===== src/rtl/amp_decim_pkg.sv =====
// Shared types, default widths and the shift/round/saturate helper for amp_decim_scale.
package amp_decim_pkg;

    localparam int DEF_DATA_WIDTH = 14;
    localparam int DEF_DECIM_LOG2 = 4;
    localparam int DEF_SCALE_W    = 4;
    localparam int ACC_W          = DEF_DATA_WIDTH + DEF_DECIM_LOG2;

    // Working width of sat_shift; wide enough for any practical DATA_WIDTH plus gain.
    localparam int CALC_W = 64;

    typedef enum logic [1:0] {
        ACCUM = 2'd0,
        SCALE = 2'd1,
        WRITE = 2'd2
    } state_t;

    // Returns {sat, res}: s > 0 shifts left and saturates to 2^dw-1,
    // s < 0 shifts right with optional round-half-up, s = 0 passes avg through.
    function automatic logic [CALC_W:0] sat_shift(
        input logic [CALC_W-1:0] avg,
        input int                s,
        input logic              round_en,
        input int                dw
    );
        logic [CALC_W-1:0] lim;
        logic [CALC_W-1:0] res;
        logic [CALC_W-1:0] half;
        logic              sat;
        int                a;
        lim  = (CALC_W'(1) << dw) - CALC_W'(1);
        res  = avg;
        half = '0;
        sat  = 1'b0;
        a    = 0;
        if (s > 0) begin
            res = avg << s;
            if (res > lim) begin
                res = lim;
                sat = 1'b1;
            end
        end else if (s < 0) begin
            a    = -s;
            half = round_en ? (CALC_W'(1) << (a - 1)) : '0;
            res  = (avg + half) >> a;
            if (res > lim) begin
                res = lim;
            end
        end
        return {sat, res};
    endfunction

endpackage


===== src/rtl/amp_scale_sat.sv =====
// Pure combinational gain/attenuation stage: signed power-of-two shift with rounding and saturation.
module amp_scale_sat
    import amp_decim_pkg::*;
#(
    parameter int DATA_WIDTH = DEF_DATA_WIDTH,
    parameter int SCALE_W    = DEF_SCALE_W
) (
    input  logic [DATA_WIDTH-1:0]     avg,
    input  logic signed [SCALE_W-1:0] scale_sel,
    input  logic                      round_en,
    output logic [DATA_WIDTH-1:0]     res,
    output logic                      sat
);

    logic [CALC_W:0] packed_res;

    // Widen, shift/round/clamp, then narrow back; clamping guarantees the upper bits are zero.
    always_comb begin
        packed_res = sat_shift(CALC_W'(avg), int'(scale_sel), round_en, DATA_WIDTH);
        res        = DATA_WIDTH'(packed_res[CALC_W-1:0]);
        sat        = packed_res[CALC_W];
    end

endmodule


===== src/rtl/amp_decim_scale.sv =====
// Block averager between ADC and DAC FIFOs: reads 2^DECIM_LOG2 samples, averages, scales, writes one result.
module amp_decim_scale
    import amp_decim_pkg::*;
#(
    parameter int DATA_WIDTH = DEF_DATA_WIDTH,
    parameter int DECIM_LOG2 = DEF_DECIM_LOG2,
    parameter int SCALE_W    = DEF_SCALE_W
) (
    input  logic                  clk,
    input  logic                  rst,
    input  logic                  infifo_almst_empty,
    output logic                  infifo_rd_en,
    input  logic [DATA_WIDTH-1:0] infifo_dout,
    input  logic                  outfifo_almst_full,
    output logic                  outfifo_wr_en,
    output logic [DATA_WIDTH-1:0] outfifo_din,
    input  logic                  inbusy,
    input  logic [SCALE_W-1:0]    scale_sel,
    input  logic                  round_en,
    output logic                  sat_flag,
    output logic                  blk_done
);

    localparam int ACC_BITS = DATA_WIDTH + DECIM_LOG2;
    localparam int CNT_W    = DECIM_LOG2 + 1;
    localparam logic [CNT_W-1:0]  BLK_LEN  = CNT_W'(2 ** DECIM_LOG2);
    localparam logic [ACC_BITS:0] AVG_HALF = (ACC_BITS + 1)'((2 ** DECIM_LOG2) / 2);

    state_t                     state;
    logic [ACC_BITS-1:0]        acc;
    logic [CNT_W-1:0]           issued;
    logic                       data_pending;
    logic signed [SCALE_W-1:0]  scale_lat;
    logic                       round_lat;
    logic [DATA_WIDTH-1:0]      res_reg;
    logic [DATA_WIDTH-1:0]      last_din;
    logic [ACC_BITS:0]          acc_rounded;
    logic [DATA_WIDTH-1:0]      avg;
    logic [DATA_WIDTH-1:0]      scaled;
    logic                       scaled_sat;

    // Reads only in ACCUM, only until the block is issued, and never while reset is held.
    assign infifo_rd_en  = !rst && (state == ACCUM) && (issued != BLK_LEN)
                           && !(infifo_almst_empty || inbusy);
    assign outfifo_wr_en = !rst && (state == WRITE) && !outfifo_almst_full;
    assign blk_done      = outfifo_wr_en;
    assign outfifo_din   = outfifo_wr_en ? res_reg : last_din;

    // The extra accumulator bit absorbs the rounding term; the sum itself never exceeds ACC_BITS.
    assign acc_rounded = {1'b0, acc} + (round_lat ? AVG_HALF : '0);
    assign avg         = DATA_WIDTH'(acc_rounded >> DECIM_LOG2);

    amp_scale_sat #(
        .DATA_WIDTH (DATA_WIDTH),
        .SCALE_W    (SCALE_W)
    ) u_scale_sat (
        .avg       (avg),
        .scale_sel (scale_lat),
        .round_en  (round_lat),
        .res       (scaled),
        .sat       (scaled_sat)
    );

    // Block sequencer: accumulate the read-latency-delayed data, scale once, then hand off to the output FIFO.
    always_ff @(posedge clk) begin
        if (rst) begin
            state        <= ACCUM;
            acc          <= '0;
            issued       <= '0;
            data_pending <= 1'b0;
            scale_lat    <= '0;
            round_lat    <= 1'b0;
            res_reg      <= '0;
            last_din     <= '0;
            sat_flag     <= 1'b0;
        end else begin
            data_pending <= infifo_rd_en;
            if (infifo_rd_en) begin
                issued <= issued + CNT_W'(1);
                if (issued == '0) begin
                    scale_lat <= scale_sel;
                    round_lat <= round_en;
                end
            end
            case (state)
                ACCUM: begin
                    if (data_pending) begin
                        acc <= acc + ACC_BITS'(infifo_dout);
                        if (issued == BLK_LEN) begin
                            state <= SCALE;
                        end
                    end
                end
                SCALE: begin
                    res_reg  <= scaled;
                    sat_flag <= sat_flag | scaled_sat;
                    state    <= WRITE;
                end
                WRITE: begin
                    if (outfifo_wr_en) begin
                        last_din <= res_reg;
                        acc      <= '0;
                        issued   <= '0;
                        state    <= ACCUM;
                    end
                end
                default: state <= ACCUM;
            endcase
        end
    end

endmodule

===== config.mk =====
export PLATFORM = sky130hd
export DESIGN_NAME = amp_decim_scale
export DESIGN_NICKNAME = d
export VERILOG_FILES = /design/src/rtl/amp_decim_pkg.sv /design/src/rtl/amp_scale_sat.sv /design/src/rtl/amp_decim_scale.sv
export SDC_FILE = /design/constraint.sdc
export NUM_CORES = 1
export LEC_CHECK = 0
export BUFFER_PORTS_ARGS = -buffer_cell sky130_fd_sc_hd__buf_2
export CAP_MARGIN = 5
export CORE_MARGIN = 1
export CORE_UTILIZATION = 40
export CTS_BUF_LIST = sky130_fd_sc_hd__clkbuf_8 sky130_fd_sc_hd__clkbuf_16
export DETAILED_ROUTE_END_ITERATION = 8
export PLACE_DENSITY = 0.66
export SKIP_LAST_GASP = 1
export SYNTH_ARGS = -nofsm -noshare
export SYNTH_HDL_FRONTEND = slang
export SYNTH_SLANG_ARGS = --single-unit

===== constraint.sdc =====
create_clock -name clk -period 7.3 [get_ports clk]
set_input_delay 0.73 -clock clk [delete_from_list [all_inputs] [get_ports clk]]
set_output_delay 0.73 -clock clk [all_outputs]
set_load 0.02 [all_outputs]

==> flow_summary.yaml, run 1 <==
outcome:
  status: "completed"
synthesis:
  ys_seq_area_share_pct: 20.8
  syn_area_um2: 5780
  synthesis.nets: 880
  syn_area_per_cell_um2: 7.09
  synthCells: 815
  ys_ff_latch: 60
  synthTopCellsByArea: "dfxtp_1 (21%), ha_1 (8.4%), nand2_1 (7.1%)"
  synth_top_area_share_pct: 20.8
  synth_cell_types: 73
  synthArstFlopShare_pct: 0
  synth_ff_type: "dfxtp_1"
  yosysTopAreaCell: "dfxtp_1"
  synth_enable_flop_cells: 0
  yosysWarnings: 0
sta:
  clock.fmax_mhz: 150
  slew_headroom_pct: 36.8
  final-hold-violation-count: 0
  fin_skew_ns: 0.00935
  finalCritPeriodShare_pct: 91.6
  min_period_ns: 6.69
  layout_setup_ws_ns: 0.614
  slew_violations: 0
  rsz0062_at_grt: "no"
  tightest_slew_ns: 0.941
  finalSetupTns_ns: 0
  setup_viol: 0
layout:
  largest_reg_flops: 18
  fin_cells: 1018
  layout_common_cells: "nand2_1 (110), nor2_1 (99), a21oi_1 (72)"
  layout.nets: 899
  fin_util_pct: 45.7
  area_growth_pct: 10.5
  final_common_cell: "nand2_1"
  antenna_cells: 0
  layout-drive-gt1-share_pct: 10.1
routing:
  wl_um: 16900
  vias_per_cell: 5.94
  wl_per_cell_um: 16.6
  drc_errors: 0
  drt-pass1-iter-count: 6
  vias: 6051
  drtIter0Drc: 598
  ant_nets: 0
power:
  power_w: 0.000935
  power_density_nw_per_um2: 146
  leakagePower_nw: 2.67
  ir_worst_vdd_mv: 0.114
global_route:
  grt_pass1_wl_um: 27400
  grt_max_degree: 56
  gr-total-overflow: 0
  track_usage_pct: 23.2
  first_global_vias: 5371
  antenna_found_initial: 0
floorplan:
  dieWidth_um: 122
  rows: 43
  ios: 42
  die_area_um2: 14900
  initial_utilization_pct: 41.3
  die_h_um: 122
  core_um2: 14000
clock_tree:
  cts.sinks: 60
  cts_buffers: 9
  ctsHtreeMaxLevel: 3
  root_buffer: "clkbuf_16"
  cts_setup_buffers: 0
  cts_hold_buf: 0
  cts_tree: "yes"
  cts_buffer_depth: 2
  clkLatencyLatePin_ns: 0.33
  postCtsResizedCells: 0
  clk_pin_slew_worst_paths_ns: 0.05
critical_path:
  critPathTopFamily: "compound AO/OA/AOI/OAI gates"
  cp.required_ns: 7.52
  slowest_stage: "dfxtp_1"
  end_kind: "flop"
  cp_num_buf_inv: 1
  cp-start-kind: "flop"
  critPathKind: "reg -> reg"
  critPathArrivalTime_ns: 6.90
  critPathMaxFanout: 23
  rr_startpoint: "scale_lat[1]"
  r2r_end: "res_reg[7]"
  cpMostUsedCell: "ha_1"
  crit_chain: "clkinv_1 -> ha_1 -> nand3_1 -> ha_1 -> nand4bb_1 -> or4_4 -> and2_1 -> a211oi_1 -> nand3_1 -> nor2_1 -> ha_1 -> a211oi_1 -> o211ai_1 -> a2111oi_0 -> o31ai_1 -> xnor2_1 -> o211a_2 -> a2bb2oi_1 -> mux2i_1 -> a21oi_1 -> a2111oi_2"
  r2r_cells: 21
  cpPeakStageDelay_ns: 0.79
  r2r_setup_slack_ns: 0.61
placed_design:
  routabilityCongestion: 0.951
  place_ws_ns: 0.745
  dp_hpwl_um: 12700
  port_buffers: 41
  dp.cells: 1003
worst_hold_path:
  hold_class: "reg -> reg"
  min_path_cells: 2
  holdPathEnd: "last_din[9]"
  hp-start: "last_din[9]"
run:
  timing.max_cap.violations: 0
## cell usage after synthesis (4+ instances only)
library cell and n:
a31oi_1 19, or3_1 7, clkbuf_1 34, nor2_1 99
inv_1 26, and2_1 9, o211ai_1 11, and3_1 4
a211oi_1 10, a22oi_1 11, a211o_1 5, nor3_1 20
o22ai_1 4, xnor2_1 22, o21a_1 6, xor2_1 22
a21oi_1 72, nand3b_1 6, nand2b_1 8, dfxtp_1 60
o2111ai_1 4, a21o_1 8, o21ai_0 40, nand3_1 34
o21bai_1 6, nor3b_1 5, mux2i_1 20, buf_1 7
nand2_1 110, nand4_1 6, o31ai_1 8, ha_1 39
nor2b_1 6, nor4_1 10, a2111oi_0 4
## final cells by class
class,instances,area (um2)
clock buffer,11,253
clock inverter,4,17.5
fill,1471,7600
inverter,28,105
multi-input combinational,681,4280
sequential,60,1200
tap,180,225
timing repair buffer,54,303
## power breakdown
group | leakage (nW) | switching [W] | total [W] | internal (W)
Combinational | 2.04 | 0.000135 | 0.000209 | 0.0000744
Sequential | 0.485 | 0.00000724 | 0.000340 | 0.000333
Clock | 0.144 | 0.000143 | 0.000385 | 0.000242
## stage by stage
step	hold WS, ns	cell area, um2
2_1_floorplan	0.444	5780
3_3_place_gp	0.451	6120
3_5_place_dp	0.458	6120
4_1_cts	0.462	6390
5_1_grt	0.486	6390
6_report	0.463	6390
## tightest hold or removal path: stages (launching register included)
cell	delay (ns)
dfxtp_1	0.29
nand2_1	0.06
a21oi_1	0.06
## cell families (layout without fill, tap and decap cells)
kind of cell    count (synthesis)  count (layout)  synth area share [%]
simple gates                  336             336                  26.9
compound gates                236             236                  26.5
buf+inv                        74              97                  5.11
flops                          60              60                  20.8
xor+xnor                       45              45                  7.14
fa+ha+maj                      41              41                  9.13
mux                            23              23                  4.44
## per-layer routing
metal  global-route usage [%]  vias to the layer above  routed length, um  share of wire, %
met3                     4.04                       41               1070               6.3
met4                     8.92                        0                495               2.9
met5                        0                        -                  0                 0
li1                         -                     3001                  -                 -
met2                     36.5                      210               7620                45
met1                     31.5                     2799               7760                46
## how the worst max path moves through the flow
| stage | to | from | depth (start not counted) |
|---|---|---|---|
| final | res_reg[7] | scale_lat[1] | 21 |
| after global routing | res_reg[7] | scale_lat[1] | 21 |
| after CTS | res_reg[7] | scale_lat[1] | 21 |
| after detailed placement | res_reg[7] | scale_lat[1] | 21 |
| after global placement | res_reg[7] | scale_lat[1] | 21 |
| after floorplan | res_reg[4] | scale_lat[0] | 27 |
(Power assumes the default switching activity.)
==> inputs of run 2 (changes only) <==
--- a/config.mk
+++ b/config.mk
@@ -7,6 +7,7 @@
 export LEC_CHECK = 0
 export BUFFER_PORTS_ARGS = -buffer_cell sky130_fd_sc_hd__buf_2
 export CAP_MARGIN = 5
+export CORE_ASPECT_RATIO = 0.7
 export CORE_MARGIN = 1
 export CORE_UTILIZATION = 40
 export CTS_BUF_LIST = sky130_fd_sc_hd__clkbuf_8 sky130_fd_sc_hd__clkbuf_16
==> run 2 against run 1 <==
  * Power rose by 13%
  * Cell count rose by 1.5%
  * Global-route usage rose by 0.92 points
  * Via count rose by 2.6%
  * Sequential cell count did not move
  * Maximum frequency rose by 5.7%
  * Clock skew fell by 0.0037 ns
  * Count of clock-buffer cells in the layout fell by 2
  * Worst hold slack barely moved
  * Sequential power barely moved
  * Final area rose by 1.9%
  * Largest power group unchanged
==> flow_summary.yaml, run 2 (synthesis results as in run 1) <==
layout:
  largest_reg_flops: 18
  layout.nets: 903
  area_growth_pct: 12.6
  final_common_cell: "nand2_1"
  layout-drive-gt1-share_pct: 10.9
  layout_common_cells: "nand2_1 (110), nor2_1 (99), a21oi_1 (72)"
  antenna_cells: 0
  fill_cells: 1397
  fin_cells: 1033
sta:
  min_period_ns: 6.33
  finalSetupTns_ns: 0
  fin_skew_ns: 0.00563
  finalCritPeriodShare_pct: 86.7
  tightest_slew_ns: 1.20
  slew_headroom_pct: 19.6
  rsz0062_at_grt: "no"
  setup_viol: 0
  final-hold-violation-count: 0
  slew_violations: 0
  clock.fmax_mhz: 158
power:
  leakagePower_nw: 2.71
  power_density_nw_per_um2: 162
  ir_worst_vdd_mv: 0.128
floorplan:
  ios: 42
  die_area_um2: 14900
  rows: 36
  initial_utilization_pct: 41.3
  dieWidth_um: 146
  core_um2: 14000
  die_h_um: 103
routing:
  top_layer: "met4"
  drt-pass1-iter-count: 6
  route.met2.wl_um: 6610
  drc_errors: 0
  vias: 6210
  ant_nets: 0
  wl_um: 17900
  wl_met3_um: 2020
  vias_per_cell: 6.01
  wl_per_cell_um: 17.4
  drtIter0Drc: 813
  drt-met1-wl_um: 8960
outcome:
  status: "completed"
global_route:
  antenna_found_initial: 0
  grt_pass1_wl_um: 28700
  gr-total-overflow: 0
  first_global_vias: 5330
  grt_max_degree: 56
  track_usage_pct: 24.2
clock_tree:
  cts_setup_buffers: 0
  postCtsResizedCells: 0
  clkLatencyLatePin_ns: 0.33
  cts_tree: "yes"
  root_buffer: "clkbuf_16"
  cts_buffers: 9
  cts_hold_buf: 0
  cts.sinks: 60
  ctsHtreeMaxLevel: 3
  cts_buffer_depth: 2
  clk_pin_slew_worst_paths_ns: 0.06
placed_design:
  routabilityCongestion: 0.959
  port_buffers: 41
  dp_hpwl_um: 13700
  dp.cells: 1017
critical_path:
  endpoint: "res_reg[9]"
  cp-startpoint: "scale_lat[1]"
  r2r_end: "res_reg[9]"
  critPathKind: "reg -> reg"
  rr_startpoint: "scale_lat[1]"
  critPathMaxFanout: 23
  r2r_setup_slack_ns: 0.97
  end_kind: "flop"
  r2r_cells: 22
  cp-start-kind: "flop"
  cp.required_ns: 7.53
  critPathArrivalTime_ns: 6.56
run:
  timing.max_cap.violations: 0
worst_hold_path:
  hold_class: "reg -> reg"
run 2: cell types whose count changed in the layout (fill, tap and decap cells not counted), moves of 2 or more:
cell	change
clkbuf_8	-2
buf_4	+4
clkinv_4	+2
clkinv_2	-2
bufinv_16	+3
inv_1	-2
run 2: layer usage:
metal	global-route usage [%]	vias up
li1	-	3004
met1	36.3	2842
met2	32.0	326
met3	7.57	38
met4	6.80	0
met5	0	-
run 2: cell type report:
type / count / area [um2] / area share, %
clock buffer: 9 / 225 / 3.46
clock inverter: 7 / 124 / 1.90
timing repair buffer: 58 / 333 / 5.11
inverter: 28 / 105 / 1.61
tap: 190 / 238 / 3.65
multi-input combinational: 681 / 4280 / 65.8
sequential: 60 / 1200 / 18.5
run 2: stage by stage:
step	total power (W)	worst slack [ns]	instance area [um2]	util, %	hold slack, ns
after floorplan	0.000496	1.77	5780	-	0.444
after global routing	0.00109	0.502	6510	46.5	0.490
after detailed placement	0.000551	1.18	6160	44.0	0.457
final	0.00105	0.973	6510	46.5	0.463
after CTS	0.00105	1.11	6510	46.5	0.465
after global placement	0.000553	1.30	6160	44.0	0.451
run 2: report_power, final:
group          total, W  internal, W  switching [W]
Clock          0.000501     0.000336       0.000165
Sequential     0.000339     0.000332     0.00000712
Combinational  0.000213    0.0000754       0.000138
Total           0.00105     0.000743       0.000310
run 2: worst max-delay path, stage by stage, from the launching register on:
cell	delay, ns
dfxtp_1	0.29
buf_4	0.20
clkinv_1	0.16
ha_1	0.48
nand3_1	0.14
ha_1	0.44
nand4bb_1	0.18
or4_4	0.45
and2_1	0.20
a211oi_1	0.32
nand3_1	0.20
nor2_1	0.17
ha_1	0.26
a211oi_1	0.36
o211ai_1	0.18
a2111oi_0	0.72
o31ai_1	0.21
xnor2_1	0.20
o211a_2	0.30
a2bb2oi_1	0.17
a21oi_2	0.18
a21oi_1	0.10
a2111oi_2	0.29
run 2: worst min-delay path by stage:
stage,slack (ns),end,start,depth (start not counted)
finish,0.46,last_din[10],last_din[10],2
floorplan,0.44,last_din[0],last_din[0],2
CTS,0.46,last_din[9],last_din[9],2
global route,0.49,last_din[6],last_din[6],2
global placement,0.45,last_din[10],last_din[10],2
detailed placement,0.46,last_din[9],last_din[9],2
==> inputs of run 3 (changes only) <==
--- a/config.mk
+++ b/config.mk
@@ -9,10 +9,10 @@
 export CAP_MARGIN = 5
 export CORE_ASPECT_RATIO = 0.7
 export CORE_MARGIN = 1
-export CORE_UTILIZATION = 40
+export CORE_UTILIZATION = 54
 export CTS_BUF_LIST = sky130_fd_sc_hd__clkbuf_8 sky130_fd_sc_hd__clkbuf_16
 export DETAILED_ROUTE_END_ITERATION = 8
-export PLACE_DENSITY = 0.66
+export PLACE_DENSITY = 0.82
 export SKIP_LAST_GASP = 1
 export SYNTH_ARGS = -nofsm -noshare
 export SYNTH_HDL_FRONTEND = slang
==> run 3 against run 2 <==
  * Largest power group unchanged
  * Largest cell class unchanged
  * Wire length fell by 1.9%
  * Sequential power is essentially flat
  * Highest routed layer unchanged
  * Combinational power about the same
  * The flow now finishes with violations (design-rule violations)
==> flow_summary.yaml, run 3 (synthesis results as in run 1) <==
routing:
  vias_per_cell: 6.47
  drc_errors: 2
  wl_per_cell_um: 18.1
  wl_um: 17600
  drtIter0Drc: 884
  ant_nets: 0
  drt-pass1-iter-count: 8
  vias: 6288
placed_design:
  dp_hpwl_um: 13100
  port_buffers: 41
  dp.cells: 956
  routabilityCongestion: 0.986
global_route:
  grt_max_degree: 56
  track_usage_pct: 32.7
  first_global_vias: 5539
  grt_pass1_wl_um: 28400
  antenna_found_initial: 0
  gr-total-overflow: 0
sta:
  min_period_ns: 6.40
  setup_viol: 0
  fin_skew_ns: 0.00622
  tightest_slew_ns: 1.14
  slew_violations: 0
  slew_headroom_pct: 23.2
  clock.fmax_mhz: 156
  rsz0062_at_grt: "no"
  finalSetupTns_ns: 0
  final-hold-violation-count: 0
  finalCritPeriodShare_pct: 87.7
clock_tree:
  cts_tree: "yes"
  cts.sinks: 60
  ctsHtreeMaxLevel: 3
  cts_buffers: 9
  postCtsResizedCells: 0
  cts_buffer_depth: 2
  clkLatencyLatePin_ns: 0.34
  root_buffer: "clkbuf_16"
  cts_hold_buf: 0
  clk_pin_slew_worst_paths_ns: 0.06
  cts_setup_buffers: 0
critical_path:
  cp-start-kind: "flop"
  critPathMaxFanout: 23
  cp.required_ns: 7.52
  critPathArrivalTime_ns: 6.63
  cpMostUsedCell: "ha_1"
  critPathKind: "reg -> reg"
  slowest_stage: "a2111oi_0"
  end_kind: "flop"
  critPathTopFamily: "compound AO/OA/AOI/OAI gates"
  cpPeakStageDelay_ns: 0.69
  cp_num_buf_inv: 2
  crit_chain: "buf_4 -> clkinv_1 -> ha_1 -> nand3_1 -> ha_1 -> nand4bb_1 -> or4_4 -> and2_1 -> a211oi_1 -> nand3_1 -> nor2_1 -> ha_1 -> a211oi_1 -> o211ai_1 -> a2111oi_0 -> o31ai_1 -> xnor2_1 -> o211a_2 -> a2bb2oi_1 -> a21oi_2 -> a21oi_1 -> a2111oi_2"
layout:
  fin_cells: 972
  fill_cells: 932
  final_common_cell: "nand2_1"
  largest_reg_flops: 18
  layout-drive-gt1-share_pct: 10.6
  antenna_cells: 0
  multiInputGateArea_um2: 4280
  layout.nets: 900
  regArea_um2: 1200
  area_growth_pct: 10.2
  layout_common_cells: "nand2_1 (110), nor2_1 (99), a21oi_1 (72)"
outcome:
  violations: "design-rule violations"
  status: "complete, but fails checks"
power:
  seqPwrFrac_pct: 34.1
  power_density_nw_per_um2: 156
  leakagePower_nw: 2.68
  ir_worst_vdd_mv: 0.151
  sw_frac_of_total_pct: 32.1
  p_switching_w: 0.000319
  cell_internal_pwr_w: 0.000674
  power.share.clock_pct: 44.6
  power_w: 0.000993
  p_comb_share_pct: 21.3
floorplan:
  initial_utilization_pct: 55.6
  ios: 42
  rows: 31
  die_area_um2: 11100
  core_um2: 10400
  die_h_um: 88.6
  dieWidth_um: 126
worst_hold_path:
  hold_class: "reg -> reg"
run:
  timing.max_cap.violations: 0
==> run 3: tightest hold or removal path, stage by stage (launching register included) <==
cell and delay [ns]:
dfxtp_1 0.30, nand2_1 0.06, a21oi_1 0.06
==> run 3: worst paths after layout <==
| path | from | endpoint | slack [ns] | depth (start not counted) |
|---|---|---|---|---|
| worst max-delay path | scale_lat[1] | res_reg[9] | 0.90 | 22 |
| worst min-delay path | last_din[6] | last_din[6] | 0.46 | 2 |
| worst max register to register | scale_lat[1] | res_reg[9] | 0.90 | 22 |
| worst min register to register | last_din[6] | last_din[6] | 0.46 | 2 |
==> run 3: layout make-up <==
class,count,area share (%)
Tap cell,132,2.59
Clock buffer,9,3.53
Sequential cell,60,18.8
Clock inverter,7,1.28
Timing Repair Buffer,55,4.87
Multi-Input combinational cell,681,67.2
Inverter,28,1.65
==> run 3: through the flow <==
stage / hold slack [ns] / util (%) / area, um2 / setup slack [ns]
floorplan: 0.444 / - / 5780 / 1.77
global route: 0.484 / 61.3 / 6370 / 0.393
CTS: 0.464 / 61.3 / 6370 / 1.03
detailed placement: 0.456 / 58.4 / 6070 / 1.06
global placement: 0.449 / 58.4 / 6070 / 1.38
finish: 0.463 / 61.3 / 6370 / 0.895
==> run 3: power groups by stage <==
stage	clock (W)	combinational [W]	sequential, W
2_1_floorplan	0	0.000152	0.000344
3_3_place_gp	0	0.000201	0.000345
3_5_place_dp	0	0.000200	0.000345
4_1_cts	0.000442	0.000202	0.000338
5_1_grt	0.000460	0.000228	0.000339
6_report	0.000443	0.000212	0.000338
==> run 3: routing by layer <==
metal,track usage [%],vias up,share of wire (%)
li1,-,2998,-
met3,11.5,53,13
met4,9.20,0,2.3
met5,2.52,-,0
met2,44.6,422,38
met1,47.3,2815,47
